### config.mk
export PLATFORM = sky130hd
export DESIGN_NAME = oam_dma_ctrl
export DESIGN_NICKNAME = d
export VERILOG_FILES = /design/src/rtl/oam_dma_ctrl.sv
export SDC_FILE = /design/constraint.sdc
export NUM_CORES = 1
export LEC_CHECK = 0
export BUFFER_PORTS_ARGS = -buffer_cell sky130_fd_sc_hd__buf_2
export CAP_MARGIN = 20
export CORE_MARGIN = 2
export CORE_UTILIZATION = 50
export CTS_BUF_LIST = sky130_fd_sc_hd__clkbuf_4 sky130_fd_sc_hd__clkbuf_8 sky130_fd_sc_hd__clkbuf_16
export CTS_CLUSTER_DIAMETER = 120
export DETAILED_ROUTE_END_ITERATION = 10
export PLACE_DENSITY = 0.88
export SLEW_MARGIN = 20
export SYNTH_ARGS = -nofsm -noshare
export SYNTH_HDL_FRONTEND = slang
export SYNTH_SLANG_ARGS = --single-unit
### constraint.sdc
create_clock -name clk -period 3.98 [get_ports clk]
set_clock_uncertainty 0.2 [all_clocks]
set_input_delay 0.199 -clock clk [delete_from_list [all_inputs] [get_ports clk]]
set_output_delay 0.199 -clock clk [all_outputs]
set_load 0.05 [all_outputs]
### src/rtl/oam_dma_ctrl.sv
// Sprite-memory DMA engine: snoops a CPU write to the trigger register, halts the CPU,
// then copies a 256-byte page to the fixed destination port as read/write pairs.
module oam_dma_ctrl #(
  parameter int                    ADDR_WIDTH = 16,
  parameter int                    REG_WIDTH  = 8,
  parameter logic [ADDR_WIDTH-1:0] TRIG_ADDR  = 16'h4014,
  parameter logic [ADDR_WIDTH-1:0] DEST_ADDR  = 16'h2004
) (
  input  logic                  clk,
  input  logic                  reset_n,
  input  logic [ADDR_WIDTH-1:0] cpu_addr,
  input  logic [REG_WIDTH-1:0]  cpu_wdata,
  input  logic                  cpu_we,
  input  logic [REG_WIDTH-1:0]  mem_rdata,
  output logic                  rdy,
  output logic                  bus_grant,
  output logic [ADDR_WIDTH-1:0] dma_addr,
  output logic [REG_WIDTH-1:0]  dma_wdata,
  output logic                  dma_we,
  output logic                  busy
);

  typedef enum logic [2:0] {
    IDLE  = 3'd0,
    HALT  = 3'd1,
    ALIGN = 3'd2,
    READ  = 3'd3,
    WRITE = 3'd4,
    DONE  = 3'd5
  } state_t;

  state_t                  state_r;
  logic [REG_WIDTH-1:0]    page_r;
  logic [7:0]              idx_r;
  logic                    parity_r;
  logic                    rdy_r;
  logic                    bus_grant_r;
  logic [ADDR_WIDTH-1:0]   dma_addr_r;
  logic                    dma_we_r;
  logic                    busy_r;
  logic                    trig_hit_s;

  function automatic logic [ADDR_WIDTH-1:0] src_addr(input logic [REG_WIDTH-1:0] pg,
                                                     input logic [7:0]           ix);
    return ADDR_WIDTH'({pg, ix});
  endfunction

  assign trig_hit_s = cpu_we && (cpu_addr == TRIG_ADDR);

  // Free-running cycle parity; decides whether the halt exit needs an alignment cycle.
  always_ff @(posedge clk or negedge reset_n) begin
    if (!reset_n) begin
      parity_r <= 1'b0;
    end else begin
      parity_r <= ~parity_r;
    end
  end

  // Transfer sequencer; outputs are loaded together with the state they belong to.
  always_ff @(posedge clk or negedge reset_n) begin
    if (!reset_n) begin
      state_r     <= IDLE;
      page_r      <= {REG_WIDTH{1'b0}};
      idx_r       <= 8'd0;
      rdy_r       <= 1'b1;
      bus_grant_r <= 1'b0;
      dma_addr_r  <= {ADDR_WIDTH{1'b0}};
      dma_we_r    <= 1'b0;
      busy_r      <= 1'b0;
    end else begin
      case (state_r)
        IDLE: begin
          if (trig_hit_s) begin
            state_r <= HALT;
            page_r  <= cpu_wdata;
            idx_r   <= 8'd0;
            rdy_r   <= 1'b0;
            busy_r  <= 1'b1;
          end
        end
        HALT: begin
          // A CPU write cycle cannot be stalled, so wait for a read cycle before taking the bus.
          if (!cpu_we) begin
            if (parity_r) begin
              state_r <= ALIGN;
            end else begin
              state_r     <= READ;
              bus_grant_r <= 1'b1;
              dma_addr_r  <= src_addr(page_r, idx_r);
            end
          end
        end
        ALIGN: begin
          state_r     <= READ;
          bus_grant_r <= 1'b1;
          dma_addr_r  <= src_addr(page_r, idx_r);
        end
        READ: begin
          state_r    <= WRITE;
          dma_addr_r <= DEST_ADDR;
          dma_we_r   <= 1'b1;
        end
        WRITE: begin
          idx_r    <= idx_r + 8'd1;
          dma_we_r <= 1'b0;
          if (idx_r == 8'hFF) begin
            state_r     <= DONE;
            rdy_r       <= 1'b1;
            bus_grant_r <= 1'b0;
            dma_addr_r  <= {ADDR_WIDTH{1'b0}};
          end else begin
            state_r    <= READ;
            dma_addr_r <= src_addr(page_r, idx_r + 8'd1);
          end
        end
        DONE: begin
          state_r <= IDLE;
          busy_r  <= 1'b0;
        end
        default: begin
          state_r     <= IDLE;
          rdy_r       <= 1'b1;
          bus_grant_r <= 1'b0;
          dma_addr_r  <= {ADDR_WIDTH{1'b0}};
          dma_we_r    <= 1'b0;
          busy_r      <= 1'b0;
        end
      endcase
    end
  end

  assign rdy       = rdy_r;
  assign bus_grant = bus_grant_r;
  assign dma_addr  = dma_addr_r;
  assign dma_we    = dma_we_r;
  assign busy      = busy_r;
  // Read data is forwarded in the same cycle it arrives from memory.
  assign dma_wdata = (state_r == WRITE) ? mem_rdata : {REG_WIDTH{1'b0}};

endmodule

=== Word-level counts from Yosys, hierarchy flattened ===
Index checks and enable logic that the tools add are counted.

* Output and inout bits: 28
* Flip-flop bits (word level): 40
* Input bits: 35
* Word-level logic and storage cells: 63

* Bitwise gates (word level): 5
* Eq/ne operators: 11
* Reductions and logical operators: 15
* Add/subtract/negate cells: 1
* Multiplexer cells: 22

{| class="wikitable"
|+ Operators with widths
! cell !! number
|-
| 16-bit case mux with 5 select lines || 1
|-
| 16-bit two-way mux || 3
|-
| 16-bit by 15-bit == test with 1-bit output, second input constant || 1
|-
| 8-bit two-way mux || 2
|-
| 8-bit case mux with 2 select lines || 1
|-
| 3-bit case mux with 5 select lines || 1
|-
| 4-bit OR reduction || 3
|-
| 3-bit two-way mux || 3
|-
| 8-bit by 1-bit adder with 8-bit output, second input constant || 1
|-
| 8-bit == test, second input constant || 1
|-
| 2-bit inequality test, second input constant || 4
|-
| 2-bit AND reduction || 4
|-
| 1-bit two-way mux || 7
|-
| 3-bit by 2-bit == test with 1-bit output, second input constant || 2
|-
| 3-bit == test, second input constant || 2
|-
| 3-bit AND reduction || 2
|-
| 1-bit inverter || 5
|-
| 1-bit case mux with 2 select lines || 2
|-
| 1-bit case mux with 4 select lines || 1
|-
| 4-bit AND reduction || 1
|-
| 3-bit by 1-bit == test with 1-bit output, second input constant || 1
|-
| 3-bit zero test || 1
|-
| 1-bit case mux with 3 select lines || 1
|-
| 3-bit OR reduction || 1
|-
| 3 further kinds || 3
|}

=== Logic depth before layout (Yosys ltp) ===
Gate-level depths: netlist (run 1).

* Depth in word-level cells: 4
* Mapped depth: 7
* Gate-level depth less buffers: 5

=== Least setup slack after synthesis (run 1) ===
Ideal clock, no wire load.

* Path kind: reg2out
* From: register state_r[0]
* To: output port dma_wdata[0]
* Stages on the path, launching flop included: 6
* Buffers on the path: 3
* Required time: 3.581 ns
* Arrival time: 1.610 ns
* Setup slack: 1.971 ns
* Path through: dfrtp_1 -> buf_2 -> nor3b_2 -> buf_2 -> clkbuf_1 -> and2_1

* Word-level cells in the longest chain between the ends: 2

{| class="wikitable"
|+ RTL lines
! element !! RTL line !! text
|-
| start: declaration || 32 || <nowiki>state_t state_r;</nowiki>
|-
| start signal: assignment || 62 || <nowiki>state_r <= IDLE;</nowiki>
|-
| start signal: assignment || 74 || <nowiki>state_r <= HALT;</nowiki>
|-
| start signal: assignment || 85 || <nowiki>state_r <= ALIGN;</nowiki>
|-
| 3-bit == test || 138 || <nowiki>assign dma_wdata = (state_r == WRITE) ? mem_rdata : {REG_WIDTH{1'b0}};</nowiki>
|-
| 8-bit two-way mux || 138 ||
|-
| end: declaration || 18 || <nowiki>output logic [REG_WIDTH-1:0] dma_wdata,</nowiki>
|}

No other way between the ends.

=== Worst setup path in the final report (run 1) ===
* From: register state_r[2]
* To: output port dma_wdata[4]

Same word-level chain as after synthesis.

==> flow_metrics.tcl, run 1 <==
set metrics [dict create \
    synth-seq-area-share_pct 49.9 \
    areaGrowthSynthToFinish_pct 26.5 \
    htree_levels 2 \
    report.final.hold_viol_count 0 \
    critical_path_class "register to output port" \
    place.gp.congestion 0.881 \
    drt-total-wl_um 4600 \
    grt.overflow.total 0 \
    fillers 304 \
    most-common-layout-cells "buf_2 (62), dfrtp_1 (39), nand2_1 (17)" \
    cp.arrival_ns 2.04 \
    rows 23 \
    synth_top_area_cell "dfrtp_1" \
    die-width_um 67.4 \
    min_period_ns 2.44 \
    syn-num-nets 232 \
    yosys.cell_types.count 51 \
    clk_pin_slew_worst_paths_ns 0.07 \
    worstPathRequired_ns 3.58 \
    cp-start-kind "register" \
    dpl.hpwl_um 3180 \
    vdd_ir_drop_max_v 0.000434 \
    cts_tree "yes" \
    rsz0062_at_grt "false" \
    r2r_setup_slack_ns 1.60 \
    design.core.area_mm2 0.00394 \
    insertion_delay_ns 0.29 \
    drt_iter0_drc 72 \
    synthTopCellsByArea "dfrtp_1 (49%), mux2_2 (4.5%), o21ai_0 (4.0%)" \
    async_flop_share_pct 100 \
    synthFlopType "dfrtp_1" \
    fin_util_pct 64.5 \
    finalCritPeriodShare_pct 61.3 \
    maxCapViolCount 0 \
    routedWlPerCell_um 14.8 \
    crit_path_max_fanout 17 \
    r2r_cells 4 \
    ys_seq_elements 40 \
    final_common_cell "buf_2" \
    die_h_um 67.4 \
    netlist_area_mm2 0.00201 \
    fmax_ghz 0.410 \
    outcome "finished clean" \
    p_per_area_mw_per_mm2 535 \
    grt_max_degree 41 \
    setup_viol 0 \
    cp-end-kind "output port" \
    p_leak_nw 1.28 \
    start_util_pct 51.0 \
    clock-sinks 40 \
    die_area_mm2 0.00454 \
    post_drt_via_cell_ratio 5.61 \
    yosys_warnings 0 \
    grt.total_usage_pct 21.9 \
    clockBufferDepth 2 \
    grt_pass1_wl_um 7400 \
    min_from "cpu_we" \
    drcViolationCount 0 \
    min_to "state_r[1]" \
    hold_class "input pin to register" \
    io_buffer_count 62 \
    drv_slew 0 \
    diodes 0 \
    slew_headroom_pct 43.6 \
    final_antenna_net_count 0 \
    synthDominantCellAreaShare_pct 48.6 \
    cts_root_buf "clkbuf_8" \
    netlist_instances 196 \
    drt-pass1-iter-count 4 \
    num_vias 1751 \
    ioPinCount 63 \
    antenna_found_initial 0 \
    r2r-end "dma_addr[13]" \
    nets 298 \
    worstMarginPinSlew_ns 0.847 \
    finalSetupTns_ns 0 \
    synth_edf_count 0 \
    hold_depth 4 \
    avgSynthCellArea_um2 10.3 \
    cts_made_buffers 5 \
    reg2reg_from "state_r[2]" \
    grt_pass1_vias 1686 \
    drive_gt1_share_pct 32.4 \
]
## cell type report
cell class                      count  area (um2)  share of cell area, %
Inverter                            8        30.0                   1.18
Clock buffer                        5        68.8                   2.71
Sequential cell                    40        1000                   39.4
Multi-Input combinational cell    135         910                   35.8
Tap cell                           50        62.6                   2.46
Timing Repair Buffer               72         408                   16.1
Clock inverter                      2        60.1                   2.36
## state kept, by name, summed over array words and instances, names as in the netlist
signal / count
dma_addr: 16
state_r: 3
parity_r: 1
page_r: 8
rdy: 1
dma_we: 1
idx_r: 8
busy: 1
bus_grant: 1
## worst max-delay path by stage
stage	startpoint	depth (start not counted)	endpoint	slack [ns]
floorplan	state_r[0]	5	dma_wdata[0]	1.97
global placement	state_r[2]	4	dma_addr[13]	1.70
detailed placement	state_r[2]	3	bus_grant	1.68
CTS	state_r[2]	4	dma_wdata[4]	1.55
global route	state_r[2]	4	dma_wdata[1]	1.43
finish	state_r[2]	4	dma_wdata[4]	1.54
## synth_stat cells, types with 2 or more instances
cell and number:
and2_1 10, o21bai_1 2, inv_1 8, o21ai_0 16, a21oi_2 2, nor4_1 6, nor2b_1 3, a22o_1 7
mux2_2 8, nand3_1 4, buf_4 2, nor2_1 6, dfrtp_1 39, or3_1 4, a31oi_1 2, nor3_1 4
o31ai_1 2, buf_2 7, a221o_1 3, xor2_1 2, nand2_1 17, a21o_1 3, clkbuf_1 2, nand4_1 2
a21oi_1 9
## logic make-up (layout without fill, tap and decap cells)
family / Yosys count / count (layout) / share of synthesized area (%)
buffers and inverters: 21 / 87 / 5.17
adders and majority gates: 2 / 2 / 1.12
and+or+nand+nor: 69 / 69 / 20.3
xor gates and xnor gates: 2 / 2 / 0.872
muxes: 8 / 8 / 4.48
AOI/OAI and AO/OA: 54 / 54 / 18.2
DFF: 40 / 40 / 49.9
## critical path, stage by stage (launching register included)
cell     delay (ns)
dfrtp_1        0.64
nor3b_2        0.42
buf_4          0.28
and2_1         0.15
buf_2          0.26
## where the power goes
part           leakage, nW  switching (mW)  internal [mW]  total, mW
clock network       0.0642           0.137          0.247      0.383
registers            0.535          0.0754          0.451      0.526
logic                0.682           0.301          0.148      0.449
total                 1.28           0.513          0.845       1.36
## routing by layer
layer / GRT usage (%) / up-vias / routed length [um]
li1: - / 848 / -
met1: 26.2 / 828 / 1920
met2: 37.9 / 63 / 2320
met3: 5.50 / 12 / 276
met4: 8.42 / 0 / 93
met5: 0 / - / 0
## repair_timing
action,CTS,global route
endpoints found under the hold margin,47,0
gates resized for setup,0,0
hold buffers,9,0
buffers inserted,0,0
## through the flow
step           area [um2]  total power, mW  cells  setup WS [ns]  hold slack [ns]
6_report             2540             1.36    312           1.54            0.191
5_1_grt              2540             1.43    312           1.43            0.210
4_1_cts              2530             1.36    312           1.55            0.180
3_5_place_dp         2320            0.964    296           1.68            0.157
3_3_place_gp         2320            0.951    296           1.70            0.158
2_1_floorplan        2010            0.852    196           1.97           -0.297
Note: power is estimated with default switching activity, not from simulation.
==> run 2: changes to the inputs <==
Clock period 3.98 ns to 2.4 ns, I/O delays scaled along.
==> run 2 against run 1 <==
Effect of this change: die area unchanged; combinational power increased by 67%; clock-buffer cell count unchanged; wire length is 0.37% lower; final area fell by 1.5%; worst hold slack worse by 0.093 ns; critical path depth down 1; final cell count rose by 0.64%; register-to-register slack worse by 1.5 ns; clock power grew 13%; non-clock buffer count grew 2; largest cell class unchanged; largest power group unchanged.
==> flow_metrics.tcl, run 2 (synthesis results as in run 1) <==
set metrics [dict create \
    num_vias 1760 \
    worstMarginPinSlew_ns 1.17 \
    largest_register_ffs 16 \
    hold_class "input pin to register" \
    fmax_ghz 0.430 \
    maxCapViolCount 0 \
    most-common-layout-cells "buf_2 (62), dfrtp_1 (39), nand2_1 (17)" \
    insertion_delay_ns 0.30 \
    drive_gt1_share_pct 33.0 \
    critPathMaxStageDelay_ns 0.94 \
    report.final.hold_viol_count 0 \
    drcViolationCount 0 \
    clockBufferDepth 2 \
    areaGrowthSynthToFinish_pct 24.5 \
    die_h_um 67.4 \
    worstPathRequired_ns 2.33 \
    grt_max_degree 41 \
    grt_pass1_vias 1624 \
    path_cells "nor2b_1, nor3_2, a222oi_1" \
    grt.total_usage_pct 21.7 \
    critical_path_class "register to register" \
    drt-total-wl_um 4590 \
    place.gp.congestion 0.840 \
    routedWlPerCell_um 14.6 \
    finalSetupTns_ns 0 \
    rows 23 \
    vdd_ir_drop_max_v 0.000632 \
    cts_resized 0 \
    dpl.hpwl_um 3170 \
    cts_made_buffers 5 \
    clock-sinks 40 \
    cts_root_buf "clkbuf_8" \
    design.core.area_mm2 0.00394 \
    ioPinCount 63 \
    cts_tree "yes" \
    clk_pin_slew_worst_paths_ns 0.08 \
    antenna_found_initial 0 \
    min_period_ns 2.33 \
    die-width_um 67.4 \
    setup_ws_ns 0.0744 \
    final_common_cell "buf_2" \
    htree_levels 2 \
    crit_path_max_fanout 17 \
    cp-end-kind "register" \
    fin_util_pct 63.5 \
    p_leak_nw 1.27 \
    nets 300 \
    drt-pass1-iter-count 5 \
    critPathSlowestCell "nor3_2" \
    cts_hold_buffers 9 \
    start_util_pct 51.0 \
    post_drt_via_cell_ratio 5.61 \
    cp-start-kind "register" \
    finalCritPeriodShare_pct 96.9 \
    p_per_area_mw_per_mm2 820 \
    final_antenna_net_count 0 \
    pre_cts_slack_ns 0.0712 \
    rsz0062_at_grt "false" \
    setup_viol 0 \
    critPathTopFamily "simple AND/OR/NAND/NOR gates" \
    path_buf_inv 0 \
    io_buffer_count 62 \
    diodes 0 \
    grt.overflow.total 0 \
    drv_slew 0 \
    outcome "finished clean" \
    die_area_mm2 0.00454 \
    slew_headroom_pct 21.7 \
    cp.arrival_ns 2.25 \
    grt_pass1_wl_um 7190 \
    drt_iter0_drc 109 \
    post_cts_buffers 0 \
]
## run 2: changes by cell type in the layout (fill, tap and decap cells not counted), sizes merged
cell | previous run | this run
buf | 63 | 65
bufinv | 2 | 0
clkinv | 0 | 1
clkinvlp | 0 | 1
## run 2: power by group
part | internal, mW | switching (mW) | leakage [nW] | total (mW)
Sequential | 0.748 | 0.120 | 0.535 | 0.867
Clock | 0.197 | 0.236 | 0.0400 | 0.432
Combinational | 0.244 | 0.508 | 0.690 | 0.752
## run 2: metal layers
| metal | track usage (%) | part of all wire, % | vias to the layer above |
|---|---|---|---|
| li1 | - | - | 851 |
| met5 | 0 | 0 | - |
| met3 | 6.50 | 7.0 | 12 |
| met2 | 34.8 | 48 | 90 |
| met4 | 9.44 | 2.0 | 0 |
| met1 | 27.1 | 43 | 807 |
## run 2: layout make-up
| cell class | count | area, um2 |
|---|---|---|
| inverter | 8 | 30.0 |
| clock buffer | 5 | 68.8 |
| fill | 306 | 1440 |
| clock inverter | 2 | 12.5 |
| timing repair buffer | 74 | 423 |
| sequential | 40 | 1000 |
| multi-input combinational | 135 | 903 |
| tap | 50 | 62.6 |
## run 2: metrics by stage
stage	instance area (um2)	std cells	hold WS (ns)	total power [mW]
floorplan	2010	196	-0.376	1.41
global placement	2330	298	0.0825	1.58
detailed placement	2330	298	0.0802	1.61
CTS	2500	314	0.0981	2.05
global route	2500	314	0.124	2.16
finish	2500	314	0.0981	2.05
## run 2: path summary, 6_finish.rpt
| path | start | endpoint | slack [ns] | cells after the start |
|---|---|---|---|---|
| setup / recovery | state_r[2] | bus_grant | 0.07 | 3 |
| hold / removal | cpu_we | state_r[1] | 0.1 | 4 |
| setup reg to reg | state_r[2] | bus_grant | 0.07 | 3 |
| hold reg to reg | parity_r | parity_r | 0.27 | 1 |
| max in group asynchronous | reset_n | parity_r | 1.18 | 2 |
| min in group asynchronous | reset_n | idx_r[4] | 0.27 | 2 |
## run 2: worst min-delay path, stage by stage
cell     delay [ns]
buf_2          0.12
inv_1          0.07
a22oi_1        0.09
o22ai_1        0.14
==> run 3: changes to the inputs <==
Settings changed: RECOVER_POWER from default to 100.
==> run 3 against run 2 <==
Effect of this change: wire length is 0.70% higher; global-route usage did not move; non-clock buffer count is the same; worst hold slack gained 0.00056 ns; critical endpoint unchanged; largest cell class unchanged.
==> flow_metrics.tcl, run 3 (synthesis results as in run 1) <==
set metrics [dict create \
    grt_pass1_vias 1624 \
    whs_ns 0.0986 \
    path_cells "nor2b_1, nor3_2, a222oi_1" \
    final_common_cell "dfrtp_1" \
    hold_class "input pin to register" \
    reg2reg_from "state_r[2]" \
    cp-startpoint "state_r[2]" \
    clock-sinks 40 \
    cp-end-kind "register" \
    cts_resized 0 \
    slew_headroom_pct 21.8 \
    grt.total_usage_pct 21.7 \
    num_vias 1761 \
    areaGrowthSynthToFinish_pct 23.0 \
    cts_tree "yes" \
    routedWlPerCell_um 14.7 \
    r2r_cells 3 \
    drt-total-wl_um 4620 \
    p_leak_nw 1.18 \
    worstMarginPinSlew_ns 1.17 \
    die_h_um 67.4 \
    p_per_area_mw_per_mm2 825 \
    rsz0062_at_grt "false" \
    fmax_ghz 0.431 \
    r2r_setup_slack_ns 0.08 \
    cp.arrival_ns 2.25 \
    vdd_ir_drop_max_v 0.000632 \
    cts_root_buf "clkbuf_8" \
    htree_levels 2 \
    place.gp.congestion 0.840 \
    start_util_pct 51.0 \
    outcome "finished clean" \
    design.core.area_mm2 0.00394 \
    post_drt_via_cell_ratio 5.61 \
    clk_pin_slew_worst_paths_ns 0.08 \
    hold_depth 4 \
    crit_path_max_fanout 17 \
    die-width_um 67.4 \
    antenna_found_initial 0 \
    io_buffer_count 62 \
    ioPinCount 63 \
    insertion_delay_ns 0.30 \
    cts_hold_buffers 9 \
    drt_iter0_drc 98 \
    setup_viol 0 \
    report.final.hold_viol_count 0 \
    drt-pass1-iter-count 6 \
    r2r-end "bus_grant" \
    diodes 0 \
    cp-start-kind "register" \
    drive_gt1_share_pct 25.0 \
    critPathSlowestCell "nor3_2" \
    finalSetupTns_ns 0 \
    final_antenna_net_count 0 \
    min_to "state_r[1]" \
    post_cts_buffers 0 \
    finalCritPeriodShare_pct 96.6 \
    nets 300 \
    drv_slew 0 \
    critPathMaxStageDelay_ns 0.94 \
    maxCapViolCount 0 \
    largest_register_ffs 16 \
    dpl.hpwl_um 3170 \
    min_period_ns 2.32 \
    grt_pass1_wl_um 7190 \
    critical_path_class "register to register" \
    clockBufferDepth 2 \
    die_area_mm2 0.00454 \
    drcViolationCount 0 \
    cts_made_buffers 5 \
    grt_max_degree 41 \
    worstPathRequired_ns 2.33 \
    grt.overflow.total 0 \
    most-common-layout-cells "dfrtp_1 (39), buf_2 (34), clkbuf_1 (20)" \
    rows 23 \
    min_from "cpu_we" \
]
==> run 3: how the worst max path moves through the flow <==
stage | end | slack [ns] | depth (start not counted)
final | bus_grant | 0.08 | 3
after global routing | page_r[3] | 0.03 | 5
after CTS | bus_grant | 0.10 | 3
after detailed placement | bus_grant | 0.07 | 3
after global placement | bus_grant | 0.20 | 3
after floorplan | dma_wdata[0] | 0.47 | 5
==> run 3: layout make-up <==
class / instances / area, um2
Inverter: 8 / 30.0
Clock inverter: 2 / 12.5
Clock buffer: 5 / 68.8
Multi-Input combinational cell: 135 / 900
Tap cell: 50 / 62.6
Timing Repair Buffer: 74 / 395
Sequential cell: 40 / 1000
Fill cell: 317 / 1470
==> run 3: power breakdown <==
part | internal, mW | switching (mW)
clock network | 0.197 | 0.234
logic | 0.233 | 0.507
registers | 0.748 | 0.121
total | 1.18 | 0.862
==> run 3: critical path: cells and delay by family, from the launching register on <==
family	cells	cell delay, ns
flops	1	0.51
compound gates	1	0.27
simple gates	2	1.18
==> run 3: routing by layer <==
layer  track usage [%]  wire length (um)  up-vias
met5                 0                 0        -
met1              27.1              1950      824
met2              34.8              2260       81
li1                  -                 -      850
met4              9.44                65        0
met3              6.50               339        6
==> run 3: through the flow <==
step           power, mW  cells  utilization, %  setup slack [ns]  instance area [um2]
6_report            2.04    314            62.7            0.0811                 2470
5_1_grt             2.15    314            62.7            0.0267                 2470
4_1_cts             2.05    314            63.5             0.101                 2500
3_5_place_dp        1.61    298            59.1            0.0712                 2330
3_3_place_gp        1.58    298            59.1             0.201                 2330
2_1_floorplan       1.41    196               -             0.470                 2010
